$ cat src/rtl/adc_cap_pkg.sv
// adc_cap_pkg: shared constants and state encoding for the ADC capture stage.
`default_nettype none

package adc_cap_pkg;

  localparam int DATA_W_DEF = 8;
  localparam int DEPTH_DEF  = 256;
  localparam int ADDR_W_DEF = 8;
  localparam int DIV_W_DEF  = 8;

  typedef enum logic [1:0] {
    IDLE      = 2'd0,
    WAIT_TRIG = 2'd1,
    CAPTURE   = 2'd2,
    READOUT   = 2'd3
  } cap_state_t;

endpackage

`default_nettype wire

$ cat src/rtl/adc_cap_ram.sv
// adc_cap_ram: simple dual-port frame buffer, one write port, one registered read port.
`default_nettype none

module adc_cap_ram
  import adc_cap_pkg::*;
#(
  parameter int DATA_W = DATA_W_DEF,
  parameter int DEPTH  = DEPTH_DEF,
  parameter int ADDR_W = ADDR_W_DEF
) (
  input  logic              clk,
  input  logic              we,
  input  logic [ADDR_W-1:0] waddr,
  input  logic [DATA_W-1:0] wdata,
  input  logic              re,
  input  logic [ADDR_W-1:0] raddr,
  output logic [DATA_W-1:0] rdata
);

  logic [DATA_W-1:0] mem [DEPTH];

  always_ff @(posedge clk) begin
    if (we) mem[waddr] <= wdata;
    if (re) rdata <= mem[raddr];
  end

endmodule

`default_nettype wire

$ cat src/rtl/adc_capture.sv
// adc_capture: decimated, triggered single-frame ADC capture with valid/ready readout
// and per-frame min/max statistics.
`default_nettype none

module adc_capture
  import adc_cap_pkg::*;
#(
  parameter int DATA_W = DATA_W_DEF,
  parameter int DEPTH  = DEPTH_DEF,
  parameter int ADDR_W = ADDR_W_DEF,
  parameter int DIV_W  = DIV_W_DEF
) (
  input  logic              clk,
  input  logic              rst_n,
  input  logic [DATA_W-1:0] ad_in,
  input  logic              arm,
  input  logic              force_trig,
  input  logic [DATA_W-1:0] trig_level,
  input  logic              trig_edge,
  input  logic [DIV_W-1:0]  div,
  output logic              busy,
  output logic              done,
  output logic              rd_valid,
  input  logic              rd_ready,
  output logic [DATA_W-1:0] rd_data,
  output logic              rd_last,
  output logic [DATA_W-1:0] pk_max,
  output logic [DATA_W-1:0] pk_min
);

  localparam logic [ADDR_W-1:0] LAST_WADDR = ADDR_W'(DEPTH - 1);
  localparam logic [ADDR_W:0]   LAST_RADDR = (ADDR_W + 1)'(DEPTH - 1);
  localparam logic [ADDR_W:0]   N_WORDS    = (ADDR_W + 1)'(DEPTH);

  cap_state_t state, state_nx;

  logic [DATA_W-1:0] s_cur, s_prev;
  logic              have_prev;
  logic [DIV_W-1:0]  div_q, div_cnt;
  logic              strobe, arm_ok, crossing, trig;

  logic [ADDR_W-1:0] wptr, waddr;
  logic              we;

  logic [ADDR_W:0]   raddr_cnt;
  logic              re, rd_rem;
  logic [DATA_W-1:0] ram_q;
  logic              pend, pend_last;
  logic              sk_v, sk_last;
  logic [DATA_W-1:0] sk_data;
  logic              out_free, hs, last_hs;

  assign busy     = (state != IDLE);
  assign arm_ok   = (state == IDLE) && arm;
  assign strobe   = (div_cnt == div_q);
  assign crossing = trig_edge ? ((s_prev > trig_level) && (s_cur <= trig_level))
                              : ((s_prev < trig_level) && (s_cur >= trig_level));
  assign trig     = (state == WAIT_TRIG) && (force_trig || (strobe && have_prev && crossing));

  assign hs       = rd_valid && rd_ready;
  assign last_hs  = hs && rd_last;
  assign out_free = !rd_valid || rd_ready;
  assign rd_rem   = (state == READOUT) && (raddr_cnt != N_WORDS);
  // A read is issued only when its data is guaranteed a home (output or skid) next cycle.
  assign re       = rd_rem && (out_free || (!sk_v && !pend));

  always_comb begin
    state_nx = state;
    we       = 1'b0;
    waddr    = wptr;
    case (state)
      IDLE:      if (arm) state_nx = WAIT_TRIG;
      WAIT_TRIG: if (trig) begin
        we       = 1'b1;
        waddr    = '0;
        state_nx = CAPTURE;
      end
      CAPTURE:   if (strobe) begin
        we = 1'b1;
        if (wptr == LAST_WADDR) state_nx = READOUT;
      end
      READOUT:   if (last_hs) state_nx = IDLE;
      default:   state_nx = IDLE;
    endcase
  end

  always_ff @(posedge clk or negedge rst_n) begin
    if (!rst_n) state <= IDLE;
    else        state <= state_nx;
  end

  // Input register, decimation strobe and previous-strobe sample.
  always_ff @(posedge clk or negedge rst_n) begin
    if (!rst_n) begin
      s_cur     <= '0;
      s_prev    <= '0;
      have_prev <= 1'b0;
      div_q     <= '0;
      div_cnt   <= '0;
    end else begin
      s_cur <= ad_in;
      if (arm_ok) begin
        div_q     <= div;
        div_cnt   <= '0;
        have_prev <= 1'b0;
      end else begin
        div_cnt <= strobe ? '0 : div_cnt + DIV_W'(1);
        if (strobe) begin
          s_prev    <= s_cur;
          have_prev <= 1'b1;
        end
      end
    end
  end

  always_ff @(posedge clk or negedge rst_n) begin
    if (!rst_n) begin
      wptr   <= '0;
      pk_max <= '0;
      pk_min <= '1;
    end else if (trig) begin
      wptr   <= ADDR_W'(1);
      pk_max <= s_cur;
      pk_min <= s_cur;
    end else if ((state == CAPTURE) && strobe) begin
      wptr <= wptr + ADDR_W'(1);
      if (s_cur > pk_max) pk_max <= s_cur;
      if (s_cur < pk_min) pk_min <= s_cur;
    end
  end

  adc_cap_ram #(
    .DATA_W (DATA_W),
    .DEPTH  (DEPTH),
    .ADDR_W (ADDR_W)
  ) u_ram (
    .clk   (clk),
    .we    (we),
    .waddr (waddr),
    .wdata (s_cur),
    .re    (re),
    .raddr (raddr_cnt[ADDR_W-1:0]),
    .rdata (ram_q)
  );

  // Readout: RAM output lands in the output register, or in the skid register when stalled.
  always_ff @(posedge clk or negedge rst_n) begin
    if (!rst_n) begin
      raddr_cnt <= '0;
      pend      <= 1'b0;
      pend_last <= 1'b0;
      sk_v      <= 1'b0;
      sk_data   <= '0;
      sk_last   <= 1'b0;
      rd_valid  <= 1'b0;
      rd_data   <= '0;
      rd_last   <= 1'b0;
      done      <= 1'b0;
    end else begin
      done <= last_hs;
      if (state != READOUT) raddr_cnt <= '0;
      else if (re)          raddr_cnt <= raddr_cnt + (ADDR_W + 1)'(1);
      pend <= re;
      if (re) pend_last <= (raddr_cnt == LAST_RADDR);

      if (out_free) begin
        if (sk_v) begin
          rd_valid <= 1'b1;
          rd_data  <= sk_data;
          rd_last  <= sk_last;
        end else if (pend) begin
          rd_valid <= 1'b1;
          rd_data  <= ram_q;
          rd_last  <= pend_last;
        end else begin
          rd_valid <= 1'b0;
          rd_last  <= 1'b0;
        end
      end

      if (pend && (!out_free || sk_v)) begin
        sk_v    <= 1'b1;
        sk_data <= ram_q;
        sk_last <= pend_last;
      end else if (out_free) begin
        sk_v <= 1'b0;
      end
    end
  end

endmodule

`default_nettype wire

$ cat config.mk
export PLATFORM = sky130hd
export DESIGN_NAME = adc_capture
export DESIGN_NICKNAME = d
export VERILOG_FILES = /design/src/rtl/adc_cap_pkg.sv /design/src/rtl/adc_cap_ram.sv /design/src/rtl/adc_capture.sv
export SDC_FILE = /design/constraint.sdc
export NUM_CORES = 2
export LEC_CHECK = 0
export BUFFER_PORTS_ARGS = -buffer_cell sky130_fd_sc_hd__buf_2
export CAP_MARGIN = 10
export CORE_MARGIN = 8
export CORE_UTILIZATION = 35
export CTS_BUF_LIST = sky130_fd_sc_hd__clkbuf_4
export DETAILED_ROUTE_END_ITERATION = 12
export PLACE_DENSITY_LB_ADDON = 0.1
export SYNTH_ARGS = -nofsm -noshare
export SYNTH_HDL_FRONTEND = slang
export SYNTH_HIERARCHICAL = 1
export SYNTH_SLANG_ARGS = --single-unit
$ cat constraint.sdc
create_clock -name clk -period 18.5 [get_ports clk]
set_clock_uncertainty 0.05 [all_clocks]
set_input_delay 0.925 -clock clk [delete_from_list [all_inputs] [get_ports clk]]
set_output_delay 0.925 -clock clk [all_outputs]
set_load 0.01 [all_outputs]
Word-level counts from Yosys, hierarchy flattened
Memories as Yosys holds them, arrays and structs flattened. A register that Yosys moved wholly into a read port is not among the register bits.
Index checks and enable logic that the tools add are counted.

cells by class
  order comparisons = 6
  mux-type cells = 36
  reduce and logical (&&, ||, !) cells = 35
  eq/ne operators = 13
  $add $sub $neg = 3
  bitwise logic cells = 1

operators with widths
  cell                                                 count
  two-way mux 8 bit                                    14
  two-way mux 9 bit                                    2
  adder 8 x 1 -> 8 bit, second input constant          2
  > comparator 8 bit                                   2
  less-than comparator 8 bit                           2
  nonzero test 2 bit                                   8
  logical AND 1 bit                                    13
  two-way mux 1 bit                                    13
  != test 2 bit, second input constant                 6
  two-way mux 2 bit                                    5
  adder 9 x 1 -> 9 bit, second input constant          1
  equality test 9 x 8 -> 1 bit, second input constant  1
  != test 9 bit, second input constant                 1
  equality test 8 bit                                  1
  equality test 8 bit, second input constant           1
  >= comparator 8 bit                                  1
  less-or-equal comparator 8 bit                       1
  case mux 2 bit (4 select lines)                      1
  AND reduction 2 bit                                  4
  AND reduction 5 bit                                  1
  equality test 2 bit, second input constant           2
  zero test 1 bit                                      4
  logical OR 1 bit                                     4
  equality test 2 x 1 -> 1 bit, second input constant  1
  3 further kinds                                      3

storage, ports and cells
  word-level logic and storage cells = 114
  output and inout port bits = 28
  register bits after elaboration = 91
  input port bits = 30
  bits in writable memories = 2,048
  memories kept = 1

memory list
  memory     depth  width  read ports  clocked after Yosys merged registers in  wr ports  RTL line           RTL
  u_ram.mem  256    8      1           1                                        1         adc_cap_ram.sv:20  logic [DATA_W-1:0] mem [DEPTH];

Depth between registers and ports, before layout
  word-level depth = 10
  depth in mapped cells = 16
  depth with buffers taken out = 13

Modules after synthesis
The synthesis kept the hierarchy.

modules (own cells, without submodules)
  module       cells each  instances  seq. area each (um2)  area each (um2)
  adc_cap_ram  3,733       1          61,739.2              79,636.4
  adc_capture  501         1          2,287.2               5,193.7

Worst setup path after synthesis
Ideal clock, no wire load.

  path type = reg2reg
  start point = reg s_cur[0]
  end point = mem u_ram/mem[235][0] (netlist bit) (enable)
  stages on the path, launching flop included = 16
  arrival time = 6,848 ps
  setup slack = 11,232 ps
  period minus slack after synthesis = 7,268 ps
  library setup time = 370 ps
  data required time = 18,080 ps
  buffers on the path = 4
  cells stage by stage = dfrtp_1 > inv_1 > ha_1 > nand4_1 > a31oi_1 > or2_1 > a41o_1 > buf_2 > o21ai_2 > and2_1 > clkbuf_1 > nor2b_1 > clkbuf_1 > nand4_1 > clkbuf_1 > nor2_1

between the ends
  elaborated cells on any way between the ends = 14
  classes of those cells = order compare (2); mux (7); reduce/logical (5)

RTL lines
  element                                                                       RTL line                              RTL
  from (decl)                                                                   adc_capture.sv:37                     logic [DATA_W-1:0] s_cur, s_prev;
  from (signal assigned)                                                        adc_capture.sv:101                    s_cur <= ad_in;
  >= comparator 8 bit / less-or-equal comparator 8 bit (equally long branches)  adc_capture.sv:57, adc_capture.sv:56
  logical AND 1 bit (on tied branches)                                          adc_capture.sv:57, adc_capture.sv:56
  two-way mux 1 bit *                                                           adc_capture.sv:56                     assign crossing = trig_edge ? ((s_prev > trig_level) && (s_cur <= trig_level))
  logical AND 1 bit *                                                           adc_capture.sv:58                     assign trig = (state == WAIT_TRIG) && (force_trig || (strobe && have_prev && crossing));
  logical OR 1 bit *                                                            adc_capture.sv:58
  logical AND 1 bit *                                                           adc_capture.sv:58
  two-way mux 8 bit *                                                           adc_capture.sv:73                     WAIT_TRIG: if (trig) begin
  two-way mux 8 bit *                                                           adc_capture.sv:71                     case (state)
  named net waddr[3]                                                            adc_capture.sv:42                     logic [ADDR_W-1:0] wptr, waddr;
  to (decl)                                                                     adc_cap_ram.sv:20

The timed path passes the listed nets; every way through them passes the cells marked *.

Worst setup path in the final report
  start point = reg raddr_cnt[0]
  end point = reg u_ram.rdata[1], read port of u_ram.mem, data pin

between the ends
  word-level cells in the longest chain between the ends = 3

ends and longest elaborated chain
  element                 RTL line            RTL
  from (decl)             adc_capture.sv:45   logic [ADDR_W:0] raddr_cnt;
  from (signal assigned)  adc_capture.sv:162  else if (re) raddr_cnt <= raddr_cnt + (ADDR_W + 1)'(1);
  != test 9 bit           adc_capture.sv:63   assign rd_rem = (state == READOUT) && (raddr_cnt != N_WORDS);
  logical AND 1 bit       adc_capture.sv:63
  logical AND 1 bit       adc_capture.sv:65   assign re = rd_rem && (out_free || (!sk_v && !pend));
  to (decl)               adc_cap_ram.sv:17   output logic [DATA_W-1:0] rdata

Several ways; a longest one is shown, not always the timed one.
A chain may end at the register's enable or synchronous reset.

==> summary.txt <==
Floorplanning
  • I/O pin total: 58
  • CORE AREA: approximately 240000 um^2
  • Chip Width: roughly 510 um
  • Die area: 258000 um^2
  • Initial core utilization: 0.352
  • Core Rows: between 150 and 200
  • Die height: 508 um

Pwr
  • Peak supply drop: between 0.06 and 0.07 mV
  • Switch Pwr: ~3 mW
  • Leak: between 30 and 40 nW
  • Int Pwr: ~8.4 mW
  • Gate power share: 0.144
  • Total power: around 11 mW
  • Clock share of power: 0.370
  • Switching share of power: 0.261
  • Register share of total power: 0.486
  • PD cells: approximately 120 nW/um^2

STA
  • Fin. Hold Viols: 0
  • Actual slew at the worst max-slew pin: roughly 1.3 ns
  • RSZ-0062 raised after global routing: false
  • Headroom to the max-slew limit: 0.156
  • F_max: around 0.15 GHz
  • Period minus WS final: between 6 and 7 ns
  • Final Max Tran Viols: 0
  • Crit share post-route: 0.362
  • Sum Neg Setup Slack: 0 ns
  • Final setup violation count: 0

Logic synthesis
  • Ys Warns: 6
  • Post-synthesis area per instance: between 20 and 25 um^2
  • Yosys cell types: 80
  • Ys flop type: edfxtp_1
  • Synthesized instance count: 4234
  • Post-synth EDFFs: approximately 2100
  • Share of flip-flops with an asynchronous set or reset: 0.0424
  • Post-synthesis sequential area ratio: 0.755
  • Area contributors post-synth: edfxtp_1 73%, mux4_2 12%, dfrtp_1 2.4%
  • Cell Area, Synth: about 85000 um^2
  • Register bit total from synthesis: 2147
  • Yosys top cell area share: 0.728
  • Syn Nets: around 4300
  • Cell taking the most area after synthesis: edfxtp_1

GRT
  • Total gr overflow: 0
  • Largest net degree at the start of global routing: about 150
  • GRT Resource Usage Total: 0.185
  • Antenna violations before repair: 14
  • First-pass GRT wire length: 346000 um
  • Vias in the first global route: ~46000

Worst setup path
  • Worst reg2reg path depth: 10
  • Worst setup SP type: flip-flop
  • Peak fanout along the critical path: 46
  • Req. time, crit path: just under 20 ns
  • Worst EP arrival: between 7 and 8 ns
  • Worst setup path class: flip-flop to flip-flop
  • Setup crit end kind: flip-flop

Layout
  • Filler instances: between 20000 and 25000
  • Net count, final: just under 5000
  • Fin cells: roughly 8400
  • Synth-to-Final Area Change: 13.4%
  • Fraction of layout cells with a size suffix above 1: 0.315
  • Post-layout util: 0.399
  • Post-route design area: 96200 um^2

Place
  • Placed instance count: ~7300
  • Placed cell areas: between 80000 and 90000 um^2
  • # port buffers: 57
  • RePlAce Congestion: 0.781
  • Post-detail-place hpwl: 147000 um

Drt
  • Vias per cell: around 5.3
  • DR DRC count: 0
  • DR iter-0 viols: 3864
  • Final ANT Viol Nets: 0
  • Via count of the routed design: 44538
  • Wire per inst: ~29 um
  • First-pass DRT Iterations: 5
  • WL final: between 200000 and 250000 um

Run
  • Max-cap violations: 0

CTS
  • Clk slew on worst S/H paths: 0.07 ns
  • Post-CTS sizing: 0
  • Clock Path Buffers: 4
  • CTS tree: yes
  • H-tree levels: 6
  • Clock sink total: approximately 2100
  • Num CTS Buffers: between 500 and 600
  • Clock root cell: clkbuf_4
  • Clk_lat worst skew: roughly 1.3 ns

Hold path
  • Hold Path Cell Cnt: 2
  • Worst Hold Class: primary input to flip-flop

Outcome
  • Status: finished clean
==> through the flow <==
stage               setup slack (ns)  hold slack, ns
finish                         11.81           0.213
global placement               11.54           0.422
global route                   11.34          0.0524
detailed placement             11.56           0.428
CTS                            11.50         0.00473
floorplan                      11.23           0.400
==> layout make-up <==
class | instances | area, um^2 | share of cell area
tap | 3185 | 3990 | 0.0414
antenna | 12 | 30.0 | 0.000312
timing repair buffer | 194 | 1470 | 0.0152
sequential | 2147 | 64100 | 0.666
clock inverter | 139 | 724 | 0.00753
clock buffer | 870 | 6530 | 0.0679
multi-input combinational | 1802 | 19200 | 0.200
inverter | 34 | 128 | 0.00133
==> cell usage after synthesis (29+ instances only) <==
master,instances
a21oi_1,123
a22oi_1,133
and2_1,29
buf_2,35
buf_4,29
clkbuf_1,119
dfrtp_1,83
edfxtp_1,2056
ha_1,41
inv_1,33
mux2i_1,146
mux4_2,454
nand2_1,68
nand3_1,52
nor2_1,325
nor2b_1,37
nor3_1,31
o221ai_1,46
o22ai_1,29
==> final timing paths <==
path,startpoint,endpoint,slack [ns]
min in group asynchronous,rst_n,pk_min[1]$_DFFE_PN1P_,0.69
min,ad_in[7],s_cur[7]$_DFF_PN0_,0.21
min reg2reg,s_prev[0]$_DFFE_PN0P_,s_prev[0]$_DFFE_PN0P_,0.44
max reg2reg,raddr_cnt[0]$_DFFE_PN0P_,u_ram/rdata[1]$_DFFE_PP_,11.81
max in group asynchronous,rst_n,s_cur[0]$_DFF_PN0_,16.84
max,raddr_cnt[0]$_DFFE_PN0P_,u_ram/rdata[1]$_DFFE_PP_,11.81
==> state kept, by name (all words and copies together), names as in the netlist, 8 cells and up <==
register and cells:
u_ram/rdata 8, rd_data 8, sk_data 8, pk_min 8, div_q 8, wptr 8, s_cur 8, s_prev 8
pk_max 8, raddr_cnt 9, u_ram/mem 2048, div_cnt 8
==> kinds of logic (layout without fill, tap and decap cells) <==
group | Yosys count | after routing | share of synthesized area
adders and majority gates | 42 | 42 | 0.00617
muxes | 636 | 636 | 0.143
and+or+nand+nor | 634 | 634 | 0.0348
xor gates and xnor gates | 27 | 27 | 0.00279
AOI/OAI and AO/OA | 463 | 463 | 0.0388
other | 0 | 12 | 0
buffers and inverters | 285 | 1237 | 0.0198
DFF | 2147 | 2147 | 0.755
==> power by group through the flow <==
stage	logic, mW	registers, mW	clock network [mW]
after floorplan	1.22	5.61	0
final	1.63	5.50	4.19
after global placement	1.67	5.61	0
after CTS	1.67	5.51	4.35
after detailed placement	1.66	5.61	0
after global routing	1.76	5.51	4.59
==> layout by cell type, fill, tap and decap left out, drive strengths merged, types with 8 or more instances in the layout <==
master       synthesis  layout
mux2                34      34
a22o                 8       8
a21oi              124     124
clkinv               1     112
nor3                32      32
and2                29      29
clkbuf             119     870
nor2b               37      37
ha                  41      41
inv                 33      51
nor2               325     325
diode                0      12
nand4               19      19
nand3               52      52
a221oi              22      22
buf                132     168
o22ai               29      29
nor4                30      30
o21ai               24      24
a211oi              16      16
o221ai              47      47
nand2b              10      10
edfxtp            2056    2056
a22oi              133     133
mux4               456     456
o211ai              12      12
xor2                16      16
nand2               68      68
dlygate4sd3          0      26
dfrtp               83      83
dfstp                8       8
xnor2               11      11
o311ai              10      10
mux2i              146     146
==> worst max-delay path, cell delays in order (launching register included) <==
cell and delay [ns]:
dfrtp_4 0.78, buf_4 0.75, buf_4 0.78, buf_4 0.77, buf_4 0.77, mux4_2 0.59, nor2b_1 0.14, a211oi_1 0.37
nor3_1 0.19, nor4_1 0.95, nor4_1 0.15
==> metal layers <==
layer	track usage	wire length (um)	vias up
met2	0.294	115000	1420
met3	0.0368	13400	352
met5	0	26	-
met1	0.261	109000	23778
li1	-	-	18984
met4	0.0496	4610	4
==> what timing repair did <==
item,CTS,global route
buffers inserted,0,0
endpoints found under the hold margin,62,0
hold buffers,27,0
Note: power is estimated with default switching activity, not from simulation.
